### src/rtl/uart_seq.sv
// Byte-stream front end for a register-mapped UART: polls status, drains RX bytes
// into a small FIFO and forwards TX bytes, one register access per cycle.
//
// state | meaning
// POLL  | read status register (u_addr=1)
// STAT  | status from POLL is on u_dbr; choose RX service, TX write or re-poll
// RDDAT | read data register (u_addr=0)
// RDCAP | data byte is on u_dbr; push it into the RX FIFO
// ACK   | write status register to clear the UART RX flag
// WR    | write tx_data to the data register; tx_data accepted
module uart_seq #(
  parameter int RXQ_DEPTH = 4
) (
  input  logic       clk,
  input  logic       rst,
  input  logic [7:0] tx_data,
  input  logic       tx_valid,
  output logic       tx_ready,
  output logic [7:0] rx_data,
  output logic       rx_valid,
  input  logic       rx_ready,
  output logic       rx_stall,
  input  logic [7:0] u_dbr,
  output logic [7:0] u_dbw,
  output logic       u_addr,
  output logic       u_we
);

  localparam int PW = $clog2(RXQ_DEPTH);
  localparam int CW = PW + 1;

  typedef enum logic [2:0] {POLL, STAT, RDDAT, RDCAP, ACK, WR} state_t;

  state_t        state, state_nxt;
  logic [7:0]    mem [RXQ_DEPTH];
  logic [PW-1:0] wr_ptr, rd_ptr;
  logic [CW-1:0] count;
  logic          full, push, pop;

  assign full     = (count == CW'(RXQ_DEPTH));
  assign push     = (state == RDCAP);
  assign pop      = rx_valid && rx_ready;
  assign rx_valid = (count != '0);
  assign rx_data  = mem[rd_ptr];

  always_ff @(posedge clk) begin
    if (rst) state <= POLL;
    else     state <= state_nxt;
  end

  // Stall flag is only re-evaluated when a fresh status byte is examined.
  always_ff @(posedge clk) begin
    if (rst)                rx_stall <= 1'b0;
    else if (state == STAT) rx_stall <= u_dbr[6] && full;
  end

  always_ff @(posedge clk) begin
    if (rst) begin
      wr_ptr <= '0;
      rd_ptr <= '0;
      count  <= '0;
    end else begin
      if (push) wr_ptr <= wr_ptr + 1'b1;
      if (pop)  rd_ptr <= rd_ptr + 1'b1;
      count <= count + CW'(push) - CW'(pop);
    end
  end

  // STAT never selects RDDAT when full, so a push always has room.
  always_ff @(posedge clk) begin
    if (push) mem[wr_ptr] <= u_dbr;
  end

  always_comb begin
    state_nxt = state;
    u_addr    = 1'b1;
    u_we      = 1'b0;
    u_dbw     = 8'h00;
    tx_ready  = 1'b0;
    case (state)
      POLL: state_nxt = STAT;
      STAT: begin
        if (u_dbr[6] && !full)       state_nxt = RDDAT;
        else if (!u_dbr[7] && tx_valid) state_nxt = WR;
        else                         state_nxt = POLL;
      end
      RDDAT: begin
        u_addr    = 1'b0;
        state_nxt = RDCAP;
      end
      RDCAP: begin
        u_addr    = 1'b0;
        state_nxt = ACK;
      end
      ACK: begin
        u_we      = 1'b1;
        state_nxt = POLL;
      end
      WR: begin
        u_addr    = 1'b0;
        u_we      = 1'b1;
        u_dbw     = tx_data;
        tx_ready  = 1'b1;
        state_nxt = POLL;
      end
      default: state_nxt = POLL;
    endcase
  end

endmodule

### config.mk
export PLATFORM = sky130hd
export DESIGN_NAME = uart_seq
export DESIGN_NICKNAME = d
export VERILOG_FILES = /design/src/rtl/uart_seq.sv
export SDC_FILE = /design/constraint.sdc
export NUM_CORES = 1
export LEC_CHECK = 0
export ABC_AREA = 1
export BUFFER_PORTS_ARGS = -buffer_cell sky130_fd_sc_hd__buf_4
export CAP_MARGIN = 30
export CORE_AREA = 2 2 74 62
export DETAILED_ROUTE_END_ITERATION = 16
export DIE_AREA = 0 0 76 64
export PLACE_DENSITY = 0.73
export REMOVE_ABC_BUFFERS = 1
export SLEW_MARGIN = 40
export SYNTH_ARGS = -nofsm -noshare
export SYNTH_HDL_FRONTEND = slang
export SYNTH_SLANG_ARGS = --single-unit
### constraint.sdc
create_clock -name clk -period 1.7 [get_ports clk]
set_input_delay 0 -clock clk [delete_from_list [all_inputs] [get_ports clk]]
set_output_delay 0 -clock clk [all_outputs]
set_load 0.03 [all_outputs]
==> results.ini <==
[outcome]
status=finished, final reports clean

[grt]
antenna_found_initial=0
grt_max_degree=17
grt.overflow.total=0
grt_pass1_wl_mm=6.20
grt_use_total_pct=16.4
grt_pass1_vias=1336

[floorplan]
core_sq_um=4070
die_area_sq_um=4860
io_pins=41
initial_core_util_pct=47.2
num_rows=21
chipWidth_um=76
die-height_um=64

[cts]
numCtsBuffers=5
root_buffer=clkbuf_8
cts.sinks=45
cts_buffer_depth=2
clk_latency_ns=0.30
clk_pin_slew_worst_paths_ns=0.08
tritoncts=built
htreeDepth=2

[worst_setup_path]
end_kind=register
path_cells=inv_2, nand3_4, nand2_1, nand2_1, nand2_1, ha_1, fa_1, xor2_1, nor2_1
path_max_fanout=7
crit_buf_inv=1
cp.required_ns=1.90
crit_type=reg2reg
critPathTopFamily=adder cells
cp.arrival_ns=1.80
max_stage_delay_ns=0.38
crit_path_top_delay_cell=fa_1
cpMostUsedCell=nand2_1
cp-start-kind=register

[timing]
finalClockSkew_ns=0.00758
min_period_ns=1.60
slew_violations=0
maxSlewHeadroom_pct=76.7
worstMarginPinSlew_ns=0.349
finalCritPeriodShare_pct=94.2
setup_viol=0
fmax_ghz=0.624
finalHoldViolations=0

[final_layout]
final_common_cell=buf_4
final_cell_area_sq_um=2580
final_cell_count_no_fill=306
nets=274
area_delta_synth_final_pct=34.3
n_antenna_cell=0
drive_gt1_share_pct=28.1
final_cell_mix=buf_4, nor2_1, edfxtp_1
nFillCells=327

[logic_synthesis]
syn_area_sq_um=1920
synth_warnings=0
ys_ff_latch=45
synth_cells=187
synth_cell_types=20
synth.avg_cell_area_sq_um=10.3
yosysSeqAreaShare_pct=63.6

[placement]
hpwl_mm=2.47
buffer_ports.inserted=40
dp.cells=287
gp_congestion=0.785
placed_cell_area_sq_um=2310

[min_path]
hold_class=in2reg

[detailed_routing]
routed_via_density=4.69
wl_per_cell_um=12.2
drt_iter0_markers=93
ant_nets=0
drc_errors=0
via_count=1435
wirelength_mm=3.73
first_pass_iters=4

[job]
drv_cap=0

[power_and_ir_drop]
vdd_drop_max_v=0.000891
power.leakage_nw=1.10
p_per_area_nw_per_um2=1250

## cell type report
type	instances	area (sq um)	area share (%)
Sequential cell	45	1220	47.4
Multi-Input combinational cell	108	578	22.4
Timing Repair Buffer	58	460	17.9
Inverter	30	113	4.37
Tap cell	57	71.3	2.77
Clock buffer	5	68.8	2.67
Clock inverter	3	65.1	2.52
## registers in the layout, indices dropped and copies added (netlist names), named ones only
signal and cells:
count 3, mem 32, rd_ptr 2, rx_stall 1
state 3, wr_ptr 2
## worst register-to-register path, cell delays in order, from the launching register on
cell and delay, ns:
dfxtp_1 0.36, inv_2 0.07, nand3_4 0.12, nand2_1 0.07, nand2_1 0.06, nand2_1 0.05
ha_1 0.20, fa_1 0.38, xor2_1 0.14, nor2_1 0.05
## final timing paths
check | from | end | slack, ns | cells after the start
setup / recovery | count[1]$_SDFF_PP0_ | count[2]$_SDFF_PP0_ | 0.1 | 9
hold / removal | tx_valid | state[0]$_SDFF_PP0_ | 0.09 | 5
setup reg to reg | count[1]$_SDFF_PP0_ | count[2]$_SDFF_PP0_ | 0.1 | 9
hold reg to reg | rx_stall$_SDFFE_PP0P_ | rx_stall$_SDFFE_PP0P_ | 0.48 | 2
## per-stage QoR
stage               hold slack, ns  total power, mW  utilization [%]  setup TNS [ns]  setup WS, ns
finish                      0.0871             3.21             63.3               0        0.0983
global route                0.0936             3.40             63.3         -0.0272       -0.0205
CTS                         0.0745             3.18             62.5               0      0.000617
detailed placement           0.206             2.24             56.7               0        0.0252
global placement             0.201             2.22             56.7               0        0.0849
floorplan                   0.0691             1.92                -         -0.0327       -0.0327
## logic make-up (layout without fill, tap and decap cells)
logic type | count (synthesis) | count (layout) | share of synthesized area, %
AO/OA/AOI/OAI | 35 | 35 | 10.2
flip-flops | 45 | 45 | 63.6
adder cells (fa/ha/maj) | 6 | 6 | 4.30
AND/OR/NAND/NOR | 66 | 66 | 13.8
XOR/XNOR | 1 | 1 | 0.456
buffers and inverters | 34 | 96 | 7.62
## per-layer routing
layer	GRT usage (%)	part of all wire (%)	up-vias
met5	0	0	-
met4	5.45	1.0	0
met3	4.24	5.8	5
met2	26.9	48	37
met1	21.4	45	656
li1	-	-	737
## power by group
part           internal [mW]  leakage, nW  switching, mW  total (mW)
Sequential              1.24        0.395         0.0648        1.31
Combinational          0.367        0.645          0.606       0.973
Clock                  0.582       0.0643          0.348       0.931
Total                   2.19         1.10           1.02        3.21
## cell usage after synthesis
cell      instances  share of area (%)
xor2_1            1               0.46
edfxtp_1         32                 50
nand2_1          19                3.7
o21ai_1           1               0.26
inv_1            25                4.9
nand3_1           7                1.8
clkbuf_1          1               0.20
buf_4             1               0.39
a21oi_1           9                2.3
inv_2             5               0.98
nor2_1           38                7.4
buf_6             2                1.2
o21ai_2           3                1.4
ha_1              5                3.3
o22ai_1           8                2.6
fa_1              1                1.0
dfxtp_1          13                 14
nor2_2            1               0.33
o21ai_0          14                3.6
nand3_2           1               0.52
## repair_timing
item,4_1_cts,5_1_grt
endpoints found under the hold margin,40,0
gates resized for setup,0,6
setup buffers,0,1
hold buffers,10,0
endpoints found under the setup margin,0,2
(Power assumes the default switching activity.)
